==> src/rtl/wb_csr_bridge.sv <==
// Wishbone slave to CSR bus bridge: one word per transfer, writes ack in one
// cycle, reads hold csr_a for READ_WAIT cycles before sampling csr_di.
module wb_csr_bridge #(
    parameter int CSR_AW    = 14,  // 1..29
    parameter int READ_WAIT = 2    // 1..15
) (
    input  logic              sys_clk,
    input  logic              sys_rst_n,
    input  logic [31:0]       wb_adr_i,
    input  logic [31:0]       wb_dat_i,
    output logic [31:0]       wb_dat_o,
    input  logic [3:0]        wb_sel_i,
    input  logic [2:0]        wb_cti_i,
    input  logic              wb_we_i,
    input  logic              wb_cyc_i,
    input  logic              wb_stb_i,
    output logic              wb_ack_o,
    output logic [CSR_AW-1:0] csr_a,
    output logic              csr_we,
    output logic [31:0]       csr_do,
    input  logic [31:0]       csr_di
);

    localparam logic [1:0] IDLE  = 2'd0;
    localparam logic [1:0] WRITE = 2'd1;
    localparam logic [1:0] RWAIT = 2'd2;
    localparam logic [1:0] RACK  = 2'd3;

    localparam logic [3:0] RW_INIT = 4'(READ_WAIT - 1);

    logic [1:0] state;
    logic [3:0] cnt;
    logic       req;

    assign req = wb_cyc_i & wb_stb_i;

    // Byte lanes, cycle type and out-of-window address bits carry no meaning here.
    logic unused_ok;
    assign unused_ok = ^{wb_sel_i, wb_cti_i, wb_adr_i[31:CSR_AW+2], wb_adr_i[1:0]};

    always_ff @(posedge sys_clk or negedge sys_rst_n) begin
        if (!sys_rst_n) begin
            state    <= IDLE;
            cnt      <= 4'd0;
            wb_ack_o <= 1'b0;
            csr_we   <= 1'b0;
            csr_a    <= '0;
            csr_do   <= '0;
            wb_dat_o <= '0;
        end else begin
            wb_ack_o <= 1'b0;
            csr_we   <= 1'b0;
            case (state)
                IDLE: begin
                    if (req) begin
                        csr_a  <= wb_adr_i[CSR_AW+1:2];
                        csr_do <= wb_dat_i;
                        if (wb_we_i) begin
                            // Strobe and ack are raised together so the write
                            // completes one cycle after the request is seen.
                            state    <= WRITE;
                            csr_we   <= 1'b1;
                            wb_ack_o <= 1'b1;
                        end else begin
                            state <= RWAIT;
                            cnt   <= RW_INIT;
                        end
                    end
                end
                WRITE: state <= IDLE;
                RWAIT: begin
                    // A master that gives up mid-read gets no ack and no data update.
                    if (!wb_cyc_i) begin
                        state <= IDLE;
                    end else if (cnt == 4'd0) begin
                        state    <= RACK;
                        wb_dat_o <= csr_di;
                        wb_ack_o <= 1'b1;
                    end else begin
                        cnt <= cnt - 4'd1;
                    end
                end
                RACK:    state <= IDLE;
                default: state <= IDLE;
            endcase
        end
    end

endmodule

==> config.mk <==
export PLATFORM = sky130hd
export DESIGN_NAME = wb_csr_bridge
export DESIGN_NICKNAME = d
export VERILOG_FILES = /design/src/rtl/wb_csr_bridge.sv
export SDC_FILE = /design/constraint.sdc
export NUM_CORES = 1
export LEC_CHECK = 0
export ABC_AREA = 1
export CAP_MARGIN = 20
export CORE_MARGIN = 2
export CORE_UTILIZATION = 41
export CTS_BUF_LIST = sky130_fd_sc_hd__clkbuf_8
export CTS_CLUSTER_SIZE = 30
export DETAILED_ROUTE_END_ITERATION = 8
export PLACE_DENSITY = 0.85
export SKIP_CTS_REPAIR_TIMING = 1
export SYNTH_ARGS = -nofsm -noshare
export SYNTH_HDL_FRONTEND = slang
export SYNTH_SLANG_ARGS = --single-unit
==> constraint.sdc <==
create_clock -name sys_clk -period 1.8 [get_ports sys_clk]
set_clock_uncertainty 0.05 [all_clocks]
set_input_delay 0.54 -clock sys_clk [delete_from_list [all_inputs] [get_ports sys_clk]]
set_output_delay 0.54 -clock sys_clk [all_outputs]
set_load 0.02 [all_outputs]
==> qor.csv, run 1 <==
stage;metric;value;unit
final_layout;commonest non-fill, non-tap cell in the layout;nand2_1;
detailed_routing;Avg Vias per Cell;4.42;
final_layout;fin nets;666;
final_layout;Area Overhead vs Synth;59.4;%
final_layout;layout cells sized above 1;8.94;%
cts;CTS tree;yes;
logic_synthesis;Seq/Total Area, Yosys;59.9;%
detailed_routing;final wirelength;8.26;mm
floorplanning;DIE HEIGHT;97.6;µm
detailed_routing;antenna-violating nets left;0;
pwr;Max IR drop VDD;0.753;mV
pwr;combinational power share;45.8;%
timing;# setup viols final;0;
grt;global-route wire length before repair;13.7;mm
worst_setup_path;CP startpoint kind;input port;
final_layout;most frequent cells in the layout;nand2_1 (92), dfrtp_1 (86), inv_1 (84), clkdlybuf4s50_1 (81), dlymetal6s2s_1 (80);
place;# port buffers;162;
worst_setup_path;critical path fanouts, max;64;
cts;CTS HTree Levels;3;
final_layout;filler cell count;671;
timing;RSZ-0062 raised after global routing;no;
logic_synthesis;Mapped Cells;390;
final_layout;# diodes;0;
detailed_routing;DRT iter0 DRCs;123;
logic_synthesis;Synth Register Bits;86;
logic_synthesis;XOR/XNOR Fraction of Synth Area;0.244;%
logic_synthesis;multiplexer area fraction after synthesis;0;%
grt;All-Layer GR Usage;17.8;%
pwr;Pwr Total;8.50;mW
logic_synthesis;Synth Warn #;0;
timing;setup_tns;0;ps
cts;CTS sink cnt;86;
floorplanning;core area;0.00859;mm²
worst_setup_path;Req. time, crit path;1980;ps
cts;clock latency on the worst-skew pair;350;ps
logic_synthesis;Synth Area in Adders;0.697;%
pwr;Sw Share;37.3;%
pwr;P_sw;3.17;mW
logic_synthesis;share of the synthesized area in the top cell type;59.9;%
cts;Root Buffer;clkbuf_8;
timing;Worst-Margin Slew;450;ps
final_layout;Util after Layout;66.6;%
logic_synthesis;largest area contributor in the netlist;dfrtp_1;
logic_synthesis;Synth Area in Simple Gates;13.4;%
timing;fin crit share;88.5;%
cts;Num CTS Buffers;9;
pwr;sequential power share;37.2;%
place;GPL Wtd Cong;0.818;
floorplanning;Starting Density;41.8;%
worst_setup_path;Crit Path Category;in2reg;
run_status;outcome;complete, no violations;
logic_synthesis;Synth area leaders;dfrtp_1 (60%), nand2_1 (9.6%), inv_1 (8.8%);
floorplanning;die area;0.00953;mm²
logic_synthesis;Synth Area in Compound Gates;12.7;%
pwr;Power Density;1480;mW/mm²
detailed_routing;DR WL/cell;12.4;µm
timing;Max transition margin;70.0;%
timing;Final WS setup;208;ps
grt;initial antenna violation count;0;
logic_synthesis;mean area per synthesized cell;9.21;µm²
logic_synthesis;Netlist cell types;22;
timing;minimum clock period;1590;ps
logic_synthesis;net count after synthesis;500;
floorplanning;num rows;34;
detailed_routing;DR vias;2945;
pwr;Pint;5.33;mW
grt;overflow left after global routing;0;
grt;largest net degree at the start of global routing;87;
logic_synthesis;mapped cell area;0.00359;mm²
run;Max-Cap Viols;0;
timing;Max Slew Vio Count;0;
floorplanning;Die X;97.6;µm
place;worst slack, placed;-155;ps
worst_setup_path;Worst setup EP type;flop;
timing;Max Fclk;628;MHz
logic_synthesis;combinational family with the most area after synthesis;simple AND/OR/NAND/NOR gates;
pwr;Pleak;3.75;nW
worst_setup_path;Arr. time, crit path;1780;ps
worst_hold_path;Min-Delay Path Class;in2async;
cts;Worst-path clk slew;80;ps
timing;endpoints failing hold;0;
cts;Max clock buf depth;2;
floorplanning;Ports;188;
grt;vias in the first global route;2969;
detailed_routing;Pre-Repair DR Iteration Count;4;
detailed_routing;# DRC;0;
place;dpl hpwl;5.95;mm
pwr;clock group share of total power;17.1;%
synth_stat cells (all sizes together):
library cell and instances:
nand2 99, dfrtp 86, inv 86, o21ai 80, buf 12, nor2 10
nand3 6, clkbuf 5, ha 2, a21oi 1, nor3 1, o21a 1
xnor2 1
worst paths after layout:
| kind | to | slack, ps | from | cells past startpoint |
|---|---|---|---|---|
| min in group sys_clk | csr_a[2]$_DFFE_PN0P_ | 430 | csr_a[2]$_DFFE_PN0P_ | 2 |
| max in group asynchronous | csr_do[22]$_DFFE_PN0P_ | 1180 | sys_rst_n | 2 |
| worst max-delay path | wb_dat_o[16]$_DFFE_PN0P_ | 210 | wb_cyc_i | 7 |
| worst min register to register | csr_a[2]$_DFFE_PN0P_ | 430 | csr_a[2]$_DFFE_PN0P_ | 2 |
| worst max register to register | wb_dat_o[16]$_DFFE_PN0P_ | 390 | cnt[0]$_DFFE_PN0P_ | 6 |
| worst min-delay path | wb_dat_o[4]$_DFFE_PN0P_ | 150 | sys_rst_n | 2 |
stage by stage:
step	cells	area (µm²)	hold WS [ps]
6_report	667	5730	147
5_1_grt	667	5730	186
4_1_cts	667	5530	171
3_5_place_dp	653	5320	423
3_3_place_gp	653	5320	405
2_1_floorplan	390	3590	194
kinds of logic after synthesis:
family	Yosys count
AOI/OAI and AO/OA	82
xor gates and xnor gates	1
adders and majority gates	2
buffers and inverters	103
DFF	86
and+or+nand+nor	116
final cells by class:
| type | instances | area (µm²) | area share [%] |
|---|---|---|---|
| clock buffers | 10 | 138 | 2.40 |
| clock inverters | 4 | 72.6 | 1.27 |
| inverters | 86 | 323 | 5.64 |
| multi-input cells | 201 | 973 | 17.0 |
| flip-flops and latches | 86 | 2150 | 37.6 |
| well taps | 108 | 135 | 2.36 |
| repair buffers | 172 | 1930 | 33.7 |
critical path: stages:
cell and delay (ps):
clkdlybuf4s50_1 550, inv_2 60, nor2_4 110, nand3_2 100, buf_12 220, nand2_1 100
o21ai_1 70
state kept, by name (all words and copies together), names as in the netlist:
signal    count
wb_ack_o      1
csr_we        1
cnt           4
csr_do       32
state         2
csr_a        14
wb_dat_o     32
metal layers:
metal | share of wire, % | global-route usage [%] | vias to the layer above
met5 | 0 | 0 | -
met4 | 1.9 | 6.73 | 0
met2 | 47 | 28.7 | 119
li1 | - | - | 1501
met3 | 9.4 | 6.98 | 13
met1 | 41 | 21.7 | 1312
power groups by stage:
stage / registers, mW / logic, mW / clock network, mW
6_report: 3.16 / 3.89 / 1.45
5_1_grt: 3.27 / 4.23 / 1.59
4_1_cts: 3.20 / 4.08 / 1.50
3_5_place_dp: 3.22 / 4.07 / 0
3_3_place_gp: 3.18 / 3.98 / 0
2_1_floorplan: 4.11 / 1.15 / 0
No activity file was read; power rests on OpenSTA's default activity.
==> run 2, diff against run 1 <==
Settings changed: CORE_UTILIZATION 41 to 44, GPL_ROUTABILITY_DRIVEN set to 0, PLACE_DENSITY 0.85 to not set, PLACE_DENSITY_LB_ADDON set to 0.1.
Clock period 1.8 ns to 2 ns, I/O delays scaled along.
==> qor.csv, run 2 (synthesized netlist as in run 1, its figures left out) <==
stage;metric;value;unit
worst_hold_path;Min-Delay Path Class;in2async;
cts;CTS tree;yes;
detailed_routing;met1 wire length;3.38;mm
pwr;clock group share of total power;15.8;%
place;# port buffers;162;
detailed_routing;routed wl met2;4.03;mm
worst_setup_path;Worst setup EP type;output pin;
timing;Max Slew Vio Count;0;
detailed_routing;DR WL/cell;12.6;µm
run;Max-Cap Viols;0;
grt;global-route wire length before repair;13.7;mm
detailed_routing;final wirelength;8.32;mm
final_layout;fin nets;664;
pwr;Pwr Total;7.64;mW
floorplanning;Starting Density;46.0;%
pwr;Power Density;1370;mW/mm²
floorplanning;num rows;32;
timing;endpoints failing hold;0;
pwr;Pint;4.78;mW
detailed_routing;antenna-violating nets left;0;
floorplanning;Die X;94.4;µm
pwr;Max IR drop VDD;0.705;mV
final_layout;top flop regs;csr_do x32, wb_dat_o x32, csr_a x14;
worst_setup_path;Critical path buffers and inverters;1;
floorplanning;core area;0.00781;mm²
grt;largest net degree at the start of global routing;61;
pwr;combinational power share;47.0;%
run_status;outcome;complete, no violations;
cts;Worst-path clk slew;80;ps
worst_setup_path;worst path cell trace;clkdlybuf4s50_1;
detailed_routing;uppermost layer routed;met4;
cts;CTS sink cnt;86;
timing;WHS;151;ps
worst_setup_path;reg2reg setup slack;590;ps
grt;All-Layer GR Usage;19.5;%
place;worst slack, placed;-9.94;ps
cts;Root Buffer;clkbuf_8;
final_layout;# diodes;0;
detailed_routing;DR WL met3;783;µm
worst_setup_path;Crit Path Category;reg2out;
timing;fin crit share;98.2;%
floorplanning;die area;0.00890;mm²
final_layout;most frequent cells in the layout;clkdlybuf4s50_1 (132), nand2_1 (92), dfrtp_1 (86), inv_1 (85), o21ai_1 (38);
cts;clock latency on the worst-skew pair;330;ps
worst_setup_path;Arr. time, crit path;1310;ps
pwr;Sw Share;37.4;%
detailed_routing;DRT iter0 DRCs;107;
pwr;Pleak;3.11;nW
cts;Num CTS Buffers;9;
timing;# setup viols final;0;
timing;Max Fclk;509;MHz
place;placed cell areas;0.00529;mm²
worst_setup_path;CP startpoint kind;flop;
pwr;sequential power share;37.2;%
cts;CTS HTree Levels;3;
final_layout;commonest non-fill, non-tap cell in the layout;clkdlybuf4s50_1;
timing;minimum clock period;1960;ps
detailed_routing;DR vias;2976;
worst_setup_path;delay of the slowest critical-path stage;620;ps
detailed_routing;Avg Vias per Cell;4.50;
detailed_routing;Pre-Repair DR Iteration Count;4;
final_layout;layout cells sized above 1;8.77;%
cts;Max clock buf depth;2;
worst_setup_path;Req. time, crit path;1350;ps
final_layout;Area Overhead vs Synth;54.9;%
final_layout;Final Cell Area;0.00557;mm²
timing;Final WS setup;36.2;ps
pwr;P_sw;2.86;mW
timing;Worst-Margin Slew;432;ps
worst_setup_path;Top delay family on crit path;buffers and inverters;
worst_setup_path;slowest CP cell;clkdlybuf4s50_1;
timing;Max transition margin;71.2;%
grt;vias in the first global route;2963;
detailed_routing;# DRC;0;
floorplanning;DIE HEIGHT;94.4;µm
floorplanning;Ports;188;
grt;overflow left after global routing;0;
worst_setup_path;critical path fanouts, max;2;
grt;initial antenna violation count;0;
place;dpl hpwl;6.10;mm
[run 2: power groups by stage]
| stage | Clock, mW | Combinational (mW) | Sequential (mW) |
|---|---|---|---|
| after floorplan | 0 | 1.03 | 3.70 |
| after detailed placement | 0 | 3.66 | 2.88 |
| after CTS | 1.24 | 3.69 | 2.86 |
| final | 1.21 | 3.59 | 2.84 |
| after global placement | 0 | 3.59 | 2.85 |
| after global routing | 1.32 | 3.93 | 2.94 |
[run 2: routing by layer]
metal / global-route usage, % / vias up
met5: 0 / -
met4: 6.64 / 0
met3: 6.46 / 11
met2: 32.5 / 104
met1: 24.1 / 1360
li1: - / 1501
[run 2: through the flow]
step	TNS [ps]	utilization, %	instances
after detailed placement	-33.0	67.8	645
after CTS	-8.61	70.4	661
after global routing	-1.13	71.3	661
final	0	71.3	661
after global placement	0	67.8	645
after floorplan	0	-	390
[run 2: area by class of cell]
cell class              instances  area, µm²
well taps                     102        128
multi-input cells             201        973
fillers                       645       2240
flip-flops and latches         86       2150
inverters                      86        323
repair buffers                170       1790
clock inverters                 5       48.8
clock buffers                  11        151
[run 2: final timing paths]
kind | from | end | depth (start not counted)
worst max-delay path | wb_dat_o[29]$_DFFE_PN0P_ | wb_dat_o[29] | 1
worst min-delay path | sys_rst_n | csr_do[24]$_DFFE_PN0P_ | 1
worst max register to register | cnt[0]$_DFFE_PN0P_ | cnt[0]$_DFFE_PN0P_ | 8
worst min register to register | csr_do[3]$_DFFE_PN0P_ | csr_do[3]$_DFFE_PN0P_ | 2
max in group asynchronous | sys_rst_n | csr_a[9]$_DFFE_PN0P_ | 2
min in group sys_clk | csr_do[3]$_DFFE_PN0P_ | csr_do[3]$_DFFE_PN0P_ | 2
